**src/rtl/mux_arbiter.sv**
```systemverilog
// Round-robin arbiter that shares a 2:1 mux between two level requesters.
// It enforces a bounded hold time, and a dead SWITCH cycle lets sel settle before the new grant.
module mux_arbiter #(
  parameter int HOLD_MAX = 8,
  parameter int CNT_W    = $clog2(HOLD_MAX)
) (
  input  logic             clk,
  input  logic             rst_n,
  input  logic [1:0]       req,
  output logic [1:0]       grant,
  output logic             sel,
  output logic             preempt,
  output logic [CNT_W-1:0] hold_cnt
);

  typedef enum logic [1:0] {
    IDLE   = 2'd0,
    GNT0   = 2'd1,
    GNT1   = 2'd2,
    SWITCH = 2'd3
  } state_t;

  localparam logic [CNT_W-1:0] CntMax = CNT_W'(HOLD_MAX - 1);

  state_t           state_q, state_d;
  logic             last_q, last_d;
  logic [1:0]       grant_q, grant_d;
  logic             sel_q, sel_d;
  logic             preempt_q, preempt_d;
  logic [CNT_W-1:0] cnt_q, cnt_d;
  logic             curIdx;

  assign curIdx = (state_q == GNT1);

  always_comb begin
    state_d   = state_q;
    last_d    = last_q;
    preempt_d = 1'b0;
    unique case (state_q)
      IDLE: begin
        unique case (req)
          2'b01:   state_d = GNT0;
          2'b10:   state_d = GNT1;
          2'b11:   state_d = last_q ? GNT0 : GNT1;
          default: state_d = IDLE;
        endcase
      end
      GNT0, GNT1: begin
        if (!req[curIdx]) begin
          last_d  = curIdx;
          state_d = req[~curIdx] ? SWITCH : IDLE;
        end else if (req[~curIdx] && (cnt_q == CntMax)) begin
          last_d    = curIdx;
          state_d   = SWITCH;
          preempt_d = 1'b1;
        end
      end
      SWITCH: state_d = req[~last_q] ? (last_q ? GNT0 : GNT1) : IDLE;
      default: state_d = IDLE;
    endcase

    // Outputs are registered, so they are decoded from the state being entered.
    grant_d = 2'b00;
    sel_d   = sel_q;
    cnt_d   = '0;
    unique case (state_d)
      GNT0: begin
        grant_d = 2'b01;
        sel_d   = 1'b0;
      end
      GNT1: begin
        grant_d = 2'b10;
        sel_d   = 1'b1;
      end
      SWITCH:  sel_d = ~last_d;
      default: sel_d = sel_q;
    endcase
    if ((state_d == state_q) && (state_q == GNT0 || state_q == GNT1)) begin
      cnt_d = (cnt_q == CntMax) ? cnt_q : cnt_q + 1'b1;
    end
  end

  always_ff @(posedge clk) begin
    if (!rst_n) begin
      state_q   <= IDLE;
      last_q    <= 1'b1;
      grant_q   <= 2'b00;
      sel_q     <= 1'b0;
      preempt_q <= 1'b0;
      cnt_q     <= '0;
    end else begin
      state_q   <= state_d;
      last_q    <= last_d;
      grant_q   <= grant_d;
      sel_q     <= sel_d;
      preempt_q <= preempt_d;
      cnt_q     <= cnt_d;
    end
  end

  assign grant    = grant_q;
  assign sel      = sel_q;
  assign preempt  = preempt_q;
  assign hold_cnt = cnt_q;

endmodule

```
**config.mk**
```make
export PLATFORM = sky130hd
export DESIGN_NAME = mux_arbiter
export DESIGN_NICKNAME = d
export VERILOG_FILES = /design/src/rtl/mux_arbiter.sv
export SDC_FILE = /design/constraint.sdc
export NUM_CORES = 1
export LEC_CHECK = 0
export BUFFER_PORTS_ARGS = -buffer_cell sky130_fd_sc_hd__buf_4
export CAP_MARGIN = 15
export CORE_AREA = 2 2 39 41
export DETAILED_ROUTE_END_ITERATION = 8
export DIE_AREA = 0 0 41 43
export PLACE_DENSITY = 0.64
export SLEW_MARGIN = 20
export SYNTH_ARGS = -nofsm -noshare
export SYNTH_HDL_FRONTEND = slang
export SYNTH_SLANG_ARGS = --single-unit
```
**constraint.sdc**
```tcl
create_clock -name clk -period 2.18 [get_ports clk]
set_input_delay 0.218 -clock clk [delete_from_list [all_inputs] [get_ports clk]]
set_output_delay 0.218 -clock clk [all_outputs]
set_load 0.1 [all_outputs]
```
# Yosys cells after proc, flatten, opt, wreduce, memory -nomap -nowiden
# Index checks and enable logic that the tools add are counted.
[word_totals] ff_bits=10 inputBits=4 out_inout_bits=7 elab_cells=51
[op_classes] add_sub_neg=1 order_cmp=3 n_eq_ne=11 n_mux=19 bitwise=3 reduce_logical=8
[ops] op="$eq A2 B2 Y1 const B" count=6
[ops] op="$pmux W2 S3" count=2
[ops] op="$mux W1" count=10
[ops] op="$mux W2" count=5
[ops] op="$eq A2 B1 Y1 const B" count=3
[ops] op="$lt A1 B2 Y1 const B" count=3
[ops] op="$pmux W2 S2" count=1
[ops] op="$add A3 B1 Y3 const B" count=1
[ops] op="$eq A3 B3 Y1 const B" count=1
[ops] op="$not A1 Y1" count=3
[ops] op="$pmux W1 S3" count=1
[ops] op="$reduce_and A3 Y1" count=1
[ops] op="$reduce_bool A3 Y1" count=1
[ops] op="$eq A2 B2 Y1" count=1
[ops] op="$logic_and A1 B1 Y1" count=2
[ops] op="$logic_not A2 Y1" count=1
[ops] op="$reduce_and A2 Y1" count=1
[ops] op="$reduce_or A2 Y1" count=1
[ops] op="$logic_or A1 B1 Y1" count=1

# Logic depth before layout (Yosys ltp)
# Gate-level depths: netlist of the first run.
[depth] ltp_word=11 depth_mapped=7 ltp_nobuf=7

# Least setup slack after synthesis of the first run
# No wires, ideal clock.
[synth_timing] path_kind="flip-flop to flip-flop" from="register cnt_q[0] (netlist: hold_cnt[0])" to="register sel_q (netlist: sel)" setup_ps=115 t_arrival_ps=2187 required_time_ps=2065 path_slack_ps=-122 stages_incl_launch_ff=8 path_buffers=1 synth_period_minus_slack_ps=2302 path_cell_list="dfxtp_1 > ha_1 > ha_1 > buf_4 > o311a_4 > a21oi_4 > a21oi_1 > o21a_1"
[synth_between] elab_chain_cells=7 word_cells_on_any_way=14 cone_classes="4 x eq/ne; 7 x mux; 1 x bitwise; 2 x reduce/logical"
[synth_rtl] element="start: declaration" line_no="30" source="logic [CNT_W-1:0] cnt_q, cnt_d;"
[synth_rtl] element="start signal: assignment" line_no="97" source="cnt_q <= cnt_d;"
[synth_rtl] element="$eq A3 B3 Y1 *" line_no="52" source="end else if (req[~curIdx] && (cnt_q == CntMax)) begin"
[synth_rtl] element="$logic_and A1 B1 Y1 *" line_no="52"
[synth_rtl] element="$mux W2 or $mux W1 (tied branches)" line_no="52"
[synth_rtl] element="$mux W2 or $mux W1 (tied branches)" line_no="49" source="if (!req[curIdx]) begin"
[synth_rtl] element="$pmux W2 S3 or $mux W1 (tied branches)" line_no="39" source="unique case (state_q)"
[synth_rtl] element="$eq A2 B2 Y1, or another cell as far along" line_no="66" source="unique case (state_d)"
[synth_rtl] element="$pmux W1 S3 or $reduce_bool A3 Y1 (tied branches)"
[synth_rtl] element="end signal: assignment" line_no="95" source="sel_q <= sel_d;"
[synth_rtl] element="end: declaration" line_no="28" source="logic sel_q, sel_d;"
# Mark *: on every way between the ends. The rest lies on a longest branch, timed or not.
# A chain may end at the register's enable or synchronous reset.

# Worst setup path in the final report of the first run
[layout_timing] from="register cnt_q[0] (netlist: hold_cnt[0])" to="register cnt_q[1] (netlist: hold_cnt[1])"
[layout_between] elab_chain_cells=8 word_cells_on_any_way=9 cone_classes="1 x add/sub; 2 x eq/ne; 3 x mux; 3 x reduce/logical"
[layout_rtl] element="$eq A3 B3 Y1" line_no="52, 79"
[layout_rtl] element="$logic_and A1 B1 Y1" line_no="52"
[layout_rtl] element="$mux W2" line_no="52"
[layout_rtl] element="$mux W2" line_no="49"
[layout_rtl] element="$pmux W2 S3" line_no="39"
[layout_rtl] element="$eq A2 B2 Y1" line_no="78" source="if ((state_d == state_q) && (state_q == GNT0 || state_q == GNT1)) begin"
[layout_rtl] element="$logic_and A1 B1 Y1" line_no="78"
[layout_rtl] element="$reduce_and A2 Y1 (no source line)"
# Parallel ways exist; a longest one is shown, timed or not.

==> results of run 1 <==
routing by layer:
layer  share of wire  vias up
met2            0.50       10
met4          0.0089        0
met1            0.44      229
met5               0        -
met3           0.048        2
li1                -      267
logic make-up (layout without fill, tap and decap cells):
| family | Yosys count | after routing | share of synthesized area |
|---|---|---|---|
| AOI/OAI and AO/OA | 17 | 17 | 0.224 |
| adders and majority gates | 5 | 5 | 0.103 |
| xor gates and xnor gates | 2 | 2 | 0.0288 |
| buffers and inverters | 8 | 22 | 0.0616 |
| and+or+nand+nor | 24 | 24 | 0.222 |
| DFF | 10 | 10 | 0.329 |
| muxes | 2 | 2 | 0.0329 |
power by group:
part	switching [mW]	total, mW	internal (mW)
Clock	0.0643	0.166	0.101
Combinational	0.131	0.198	0.0666
Sequential	0.00847	0.206	0.198
Total	0.204	0.570	0.366
synth_stat cells (all sizes together), types with 2 or more instances:
cell type and count:
mux2i 2, or3b 2, dfxtp 10, o21a 3
inv 6, a21oi 2, o21ai 6, nand2 3
ha 5, nor3 5, nor2 4, buf 2
and3 2, nand2b 3
flip-flops by register name, indices dropped and copies added (netlist names):
| signal | count |
|---|---|
| grant | 2 |
| hold_cnt | 3 |
| last_q | 1 |
| preempt | 1 |
| sel | 1 |
| state_q | 2 |
cells in the final DEF (no fill, tap or decap), types with 3 or more instances in the layout:
cell and n:
o21ai_0 4, nor3_1 5, o21a_1 3, nand2_1 3, buf_4 12, clkbuf_4 3
ha_1 5, inv_1 5, nor2_1 4, dfxtp_1 8, nand2b_1 3
worst reg2reg max path: cells and delay by family (launching register included):
family	cells	cell delay (ps)
AO/OA/AOI/OAI	2	650
adder cells (fa/ha/maj)	2	510
flip-flops	1	330
XOR/XNOR	1	210
AND/OR/NAND/NOR	1	90
final cells by class:
| cell class | instances | area (um2) |
|---|---|---|
| clock buffer | 4 | 36.3 |
| inverter | 6 | 22.5 |
| fill | 129 | 641 |
| sequential | 10 | 203 |
| timing repair buffer | 12 | 90.1 |
| multi-input combinational | 50 | 372 |
| tap | 16 | 20.0 |
worst max path at each step:
stage                                  start                        to  slack, ps
floorplan           hold_cnt[2]$_SDFFE_PN0P_         last_q$_SDFF_PN1_         40
global placement    hold_cnt[0]$_SDFFE_PN0P_  hold_cnt[0]$_SDFFE_PN0P_        280
detailed placement  hold_cnt[0]$_SDFFE_PN0P_  hold_cnt[1]$_SDFFE_PN0P_        260
CTS                 hold_cnt[0]$_SDFFE_PN0P_  hold_cnt[1]$_SDFFE_PN0P_        250
global route        hold_cnt[0]$_SDFFE_PN0P_  hold_cnt[0]$_SDFFE_PN0P_        180
finish              hold_cnt[0]$_SDFFE_PN0P_  hold_cnt[1]$_SDFFE_PN0P_        270
through the flow:
step,std cells,instance area [um2],setup WS (ps)
floorplan,68,612,40.7
global placement,94,707,281
detailed placement,94,707,260
CTS,98,743,252
global route,98,743,180
finish,98,743,273
==> results.py, run 1 <==
metrics = {
    "synthesis": {
        "synthFlopType": "dfxtp_1",
        "netlist_area_um2": 609,
        "yosysWarnings": 0,
        "synth-seq-cells": 10,
        "async_reset_ff_frac": 0,
        "synth_top_area_frac": 0.329,
        "yosysTopAreaCell": "dfxtp_1",
        "synth_edf_count": 0,
        "syn_nets": 77,
        "yosysSeqAreaShare": 0.329,
        "synth_area_leaders": "dfxtp_1, ha_1, nor3_1, o21a_1, o311a_4",
        "synth.distinct_cells": 32,
        "syn_avg_cell_area_um2": 8.96,
        "syn_inst": 68,
    },
    "global_route": {
        "gr-total-overflow": 0,
        "use_met1": 0.166,
        "use_met3": 0.0942,
        "top_usage_layer": "met2",
        "gr-usage-all-layers": 0.160,
        "grt_pass1_wl_mm": 1.81,
        "grt.met2_usage": 0.253,
        "grt_max_degree": 12,
        "grt_pass1_vias": 428,
        "grt_antenna_before_repair": 0,
    },
    "power_and_ir_drop": {
        "irDropWorstVdd_uv": 495,
        "p_leak_nw": 0.331,
        "power.density_nw_per_um2": 767,
        "power.total_uw": 570,
    },
    "timing": {
        "slew_violations": 0,
        "worst_slew_pin_slew_ps": 395,
        "rsz0062_at_grt": "false",
        "slew_headroom": 0.737,
        "period_share": 0.875,
        "finalSetupViolCount": 0,
        "max_freq_mhz": 524,
        "finalCriticalPeriod_ps": 1910,
        "hold_viol": 0,
        "tns_ps": 0,
        "fin_hold_ws_ps": 195,
        "skew_ps": 0.185,
    },
    "route": {
        "wl_per_cell_um": 11.5,
        "finalWirelength_mm": 1.13,
        "drc": 0,
        "vias_per_cell": 5.18,
        "antenna_left": 0,
        "drt_iter0_drc": 2,
        "drt_pass1_iterations": 4,
        "vias": 508,
    },
    "setup_path": {
        "regToRegSetupSlack_ps": 270,
        "endpoint_kind": "register",
        "r2r-start": "hold_cnt[0]$_SDFFE_PN0P_",
        "crit_family": "compound AO/OA/AOI/OAI gates",
        "cp-start-kind": "register",
        "r2r-end": "hold_cnt[1]$_SDFFE_PN0P_",
        "slowest_stage": "o311a_4",
        "worst_ep_arrival_time_ps": 2050,
        "crit_required_ps": 2320,
        "cp.depth": 6,
        "path_buf_inv": 0,
        "critPathMaxFanout": 9,
        "reg2reg_depth": 6,
        "slowest_delay_ps": 430,
        "critical_path_class": "reg -> reg",
        "crit_chain": "ha_1 -> ha_1 -> o311a_4 -> a21oi_4 -> xnor2_1 -> nor3_1",
        "cpMostUsedCell": "ha_1",
    },
    "die": {
        "initial_core_util": 0.440,
        "die_w_um": 41,
        "row_count": 14,
        "die_y_um": 43,
        "die_area_um2": 1760,
        "core_area_um2": 1380,
        "ios": 11,
    },
    "placement": {
        "dpl.hpwl_um": 865,
        "place.gp.congestion": 0.786,
        "port_buffers": 10,
    },
    "cts": {
        "cts_tree": "done",
        "hold_buffers": 0,
        "postCtsSetupRepairBufs": 0,
        "clkLatencyLatePin_ps": 260,
        "cts_made_buffers": 3,
        "cts_resized": 0,
        "root_buffer": "clkbuf_4",
        "cts-htree-levels": 1,
        "clk_path_buf_depth": 2,
        "cts_sinks": 10,
        "clk_pin_slew_worst_paths_ps": 70,
    },
    "cells_and_area": {
        "post-route-util": 0.537,
        "area_growth_pct": 22.0,
        "final_nets": 92,
        "insertedDiodeCount": 0,
        "final_layout_size_suffix_gt1_frac": 0.280,
    },
    "min_path": {
        "hp-class": "in -> reg",
        "holdPathStages": 2,
        "worstHoldStart": "rst_n",
        "hold_path_end": "state_q[0]$_SDFF_PN0_",
    },
    "status": {
        "outcome": "completed",
    },
    "job": {
        "max-cap-violations": 0,
    },
}
No activity file was read; power rests on OpenSTA's default activity.
==> run 2: changes to the inputs <==
clock period = 2.2 ns   (was 2.18 ns; I/O delays follow)
==> run 2 against run 1 <==
  * First-iteration DRC count rose to 5.5 times the previous value
  * Maximum frequency decreased by 0.60%
  * Flip-flop and latch count stayed put
  * Total power fell by 8.1%
  * Die area unchanged
  * Largest power group unchanged
==> results.py, run 2 (synthesis gave the netlist of run 1 again) <==
metrics = {
    "die": {
        "core_area_um2": 1380,
        "die_w_um": 41,
        "die_y_um": 43,
        "die_area_um2": 1760,
        "ios": 11,
        "initial_core_util": 0.440,
        "row_count": 14,
    },
    "cells_and_area": {
        "fill_cells": 146,
        "layout_common_cells": "buf_4, dfxtp_1, inv_1, nor3_1, ha_1",
        "layout_commonest_cell": "buf_4",
        "area_growth_pct": 18.5,
        "regArea_um2": 203,
        "largest_reg_flops": 3,
        "insertedDiodeCount": 0,
        "multiInputGateArea_um2": 372,
        "final_layout_size_suffix_gt1_frac": 0.263,
        "final_nets": 91,
    },
    "power_and_ir_drop": {
        "p_leak_nw": 0.319,
        "irDropWorstVdd_uv": 423,
        "power.density_nw_per_um2": 726,
    },
    "setup_path": {
        "critPathMaxFanout": 7,
        "critical_path_class": "reg -> reg",
        "r2r-start": "state_q[1]$_SDFF_PN0_",
        "crit_required_ps": 2350,
        "crit_chain": "ha_1 -> or3b_1 -> o311a_4 -> a21oi_4 -> xnor2_1 -> nor3_1",
        "crit_family": "simple AND/OR/NAND/NOR gates",
        "endpoint_kind": "register",
        "path_buf_inv": 0,
        "slowest_stage": "dfxtp_1",
        "slowest_delay_ps": 450,
        "startpoint": "state_q[1]$_SDFF_PN0_",
        "cp-start-kind": "register",
        "worst_ep_arrival_time_ps": 2060,
    },
    "placement": {
        "place.gp.congestion": 0.738,
        "dpl.hpwl_um": 931,
        "port_buffers": 10,
    },
    "timing": {
        "skew_ps": 1.84,
        "finalSetupViolCount": 0,
        "period_share": 0.872,
        "rsz0062_at_grt": "false",
        "worst_slew_pin_slew_ps": 381,
        "tns_ps": 0,
        "fin_hold_ws_ps": 189,
        "slew_headroom": 0.746,
        "max_freq_mhz": 521,
        "hold_viol": 0,
        "slew_violations": 0,
        "finalCriticalPeriod_ps": 1920,
    },
    "global_route": {
        "grt_pass1_vias": 478,
        "grt_max_degree": 12,
        "grt_pass1_wl_mm": 1.99,
        "gr-total-overflow": 0,
        "grt_antenna_before_repair": 0,
        "gr-usage-all-layers": 0.168,
    },
    "cts": {
        "root_buffer": "clkbuf_4",
        "clkLatencyLatePin_ps": 260,
        "clk_path_buf_depth": 2,
        "postCtsSetupRepairBufs": 0,
        "hold_buffers": 0,
        "cts_made_buffers": 3,
        "cts_sinks": 10,
        "cts_resized": 0,
        "clk_pin_slew_worst_paths_ps": 60,
        "cts_tree": "done",
        "cts-htree-levels": 1,
    },
    "status": {
        "outcome": "completed",
    },
    "route": {
        "vias": 527,
        "vias_per_cell": 5.49,
        "antenna_left": 0,
        "drc": 0,
        "drt_pass1_iterations": 6,
        "finalWirelength_mm": 1.23,
        "wl_per_cell_um": 12.8,
        "drt_iter0_drc": 11,
    },
    "job": {
        "max-cap-violations": 0,
    },
    "min_path": {
        "worstHoldStart": "rst_n",
        "hp-class": "in -> reg",
    },
}
## run 2: cell count changes in the layout (fill, tap and decap cells not counted)
cell,previous run,this run
buf_4,12,11
clkbuf_8,1,0
## run 2: per-stage QoR
stage / setup slack [ps] / instances / power [mW] / cell area (um2) / utilization
final: 282 / 96 / 0.524 / 722 / 0.522
after global routing: 78.8 / 96 / 0.553 / 722 / 0.522
after CTS: 264 / 96 / 0.531 / 722 / 0.522
after detailed placement: 273 / 93 / 0.404 / 699 / 0.505
after global placement: 289 / 93 / 0.402 / 699 / 0.505
after floorplan: 60.7 / 68 / 0.361 / 612 / -
## run 2: cell type report
class,count,share of cell area
clock buffers,3,0.0312
multi-input cells,50,0.515
well taps,16,0.0277
flip-flops and latches,10,0.281
repair buffers,11,0.114
inverters,6,0.0312
## run 2: worst paths after layout
path | slack [ps] | to | cells after the start
worst max-delay path | 280 | hold_cnt[1]$_SDFFE_PN0P_ | 6
worst min-delay path | 190 | sel$_SDFFE_PN0P_ | 2
worst max register to register | 280 | hold_cnt[1]$_SDFFE_PN0P_ | 6
worst min register to register | 550 | hold_cnt[2]$_SDFFE_PN0P_ | 2
## run 2: routing by layer
layer	vias to the layer above	track usage	share of wire
li1	267	-	-
met2	15	0.281	0.55
met3	0	0.0942	0.055
met4	0	0.0200	0
met1	245	0.182	0.40
met5	-	0	0
## run 2: report_power, final
part	internal, mW	total (mW)	leakage [nW]	switching (mW)
Sequential	0.196	0.206	0.0826	0.0100
Clock	0.0632	0.125	0.0138	0.0614
Combinational	0.0642	0.193	0.222	0.129
Total	0.323	0.524	0.319	0.201
==> run 3: changes to the inputs <==
PLACE_DENSITY = default   (was 0.64)
PLACE_DENSITY_LB_ADDON = 0.25   (was default)
==> run 3 against run 2 <==
  * Clock skew down 0.72 ps
  * Critical endpoint is now hold_cnt[2]$_SDFFE_PN0P_
  * Setup slack improved by 55 ps
  * Largest power group unchanged
  * Highest routed layer unchanged
  * Via count decreased by 2.8%
  * Combinational power up 5%
  * Register-to-register slack better by 50 ps
  * Sequential power hardly changed
  * Critical path depth stayed put
  * Clock power shrank 8%
  * Maximum frequency is 2.9% higher
  * Count of clock-buffer cells in the layout unchanged
  * Hold slack better by 22 ps
  * Largest cell class unchanged
==> results.py, run 3 (synthesis gave the netlist of run 1 again) <==
metrics = {
    "status": {
        "outcome": "completed",
    },
    "cts": {
        "clk_path_buf_depth": 2,
        "cts_made_buffers": 3,
        "clkLatencyLatePin_ps": 250,
        "root_buffer": "clkbuf_4",
        "cts_tree": "done",
        "postCtsSetupRepairBufs": 0,
        "cts-htree-levels": 1,
        "clk_pin_slew_worst_paths_ps": 60,
        "cts_resized": 0,
        "cts_sinks": 10,
        "hold_buffers": 0,
    },
    "die": {
        "die_area_um2": 1760,
        "die_w_um": 41,
        "core_area_um2": 1380,
        "row_count": 14,
        "initial_core_util": 0.440,
        "die_y_um": 43,
        "ios": 11,
    },
    "job": {
        "max-cap-violations": 0,
    },
    "cells_and_area": {
        "layout_commonest_cell": "buf_4",
        "largest_reg_flops": 3,
        "final_layout_size_suffix_gt1_frac": 0.280,
        "design_area_um2": 737,
        "insertedDiodeCount": 0,
        "final_nets": 93,
        "area_growth_pct": 20.9,
        "layout_common_cells": "buf_4, dfxtp_1, inv_1, nor3_1, ha_1",
        "post-route-util": 0.533,
        "stdcell_count": 98,
    },
    "global_route": {
        "gr-total-overflow": 0,
        "gr-usage-all-layers": 0.168,
        "grt_max_degree": 12,
        "grt_pass1_vias": 460,
        "grt_antenna_before_repair": 0,
        "grt_pass1_wl_mm": 1.97,
    },
    "route": {
        "wl_per_cell_um": 11.9,
        "drc": 0,
        "vias": 512,
        "drt_iter0_drc": 14,
        "antenna_left": 0,
        "vias_per_cell": 5.22,
        "finalWirelength_mm": 1.16,
        "drt_pass1_iterations": 4,
    },
    "setup_path": {
        "worst_ep_arrival_time_ps": 2000,
        "crit_required_ps": 2330,
        "critPathMaxFanout": 9,
        "r2r-start": "hold_cnt[0]$_SDFFE_PN0P_",
        "cp-start-kind": "register",
        "critical_path_class": "reg -> reg",
        "endpoint_kind": "register",
        "startpoint": "hold_cnt[0]$_SDFFE_PN0P_",
    },
    "timing": {
        "slew_violations": 0,
        "finalCriticalPeriod_ps": 1860,
        "slew_headroom": 0.760,
        "finalSetupViolCount": 0,
        "rsz0062_at_grt": "false",
        "max_freq_mhz": 537,
        "skew_ps": 1.12,
        "hold_viol": 0,
        "tns_ps": 0,
        "worst_slew_pin_slew_ps": 361,
        "period_share": 0.847,
    },
    "placement": {
        "dp.cells": 95,
        "port_buffers": 10,
        "dpl_cell_area_um2": 714,
        "dpl.hpwl_um": 921,
        "place.gp.congestion": 0.869,
    },
    "min_path": {
        "hp-class": "in -> reg",
        "worstHoldStart": "rst_n",
    },
    "power_and_ir_drop": {
        "power.total_uw": 522,
        "p_leak_nw": 0.329,
        "irDropWorstVdd_uv": 597,
        "power.density_nw_per_um2": 709,
    },
}
-- run 3: changes by cell type in the layout (fill, tap and decap cells not counted) --
cell / delta
buf_4: +2
-- run 3: power breakdown --
group / leakage [nW] / switching [mW] / internal [mW]
clock: 0.0138 / 0.0523 / 0.0626
sequential: 0.0826 / 0.00902 / 0.196
combinational: 0.233 / 0.132 / 0.0707
-- run 3: cell type report --
type,count,area (um2)
fillers,152,647
multi-input cells,50,372
flip-flops and latches,10,203
repair buffers,13,97.6
clock buffers,3,22.5
inverters,6,22.5
well taps,16,20.0
-- run 3: worst paths after layout --
| kind | depth (start not counted) | endpoint | slack (ps) |
|---|---|---|---|
| worst min-delay path | 2 | sel$_SDFFE_PN0P_ | 210 |
| worst max-delay path | 6 | hold_cnt[2]$_SDFFE_PN0P_ | 340 |
| worst min register to register | 2 | hold_cnt[1]$_SDFFE_PN0P_ | 560 |
| worst max register to register | 6 | hold_cnt[2]$_SDFFE_PN0P_ | 340 |
-- run 3: per-stage QoR --
stage / setup WS, ps / hold slack (ps)
final: 336 / 211
after global routing: 227 / 197
after CTS: 331 / 205
after detailed placement: 339 / 475
after global placement: 383 / 476
after floorplan: 60.7 / 338
-- run 3: layer usage --
metal	global-route usage	wire length (um)	vias to the layer above
li1	-	-	272
met1	0.199	506	227
met2	0.266	588	13
met3	0.0785	68	0
met4	0.0400	0	0
met5	0	0	-
-- run 3: critical path, cell delays in order, from the launching register on --
cell and delay [ps]:
dfxtp_2 330, ha_1 190, ha_1 310, o311a_4 430
a21oi_4 210, xnor2_1 190, nor3_1 80
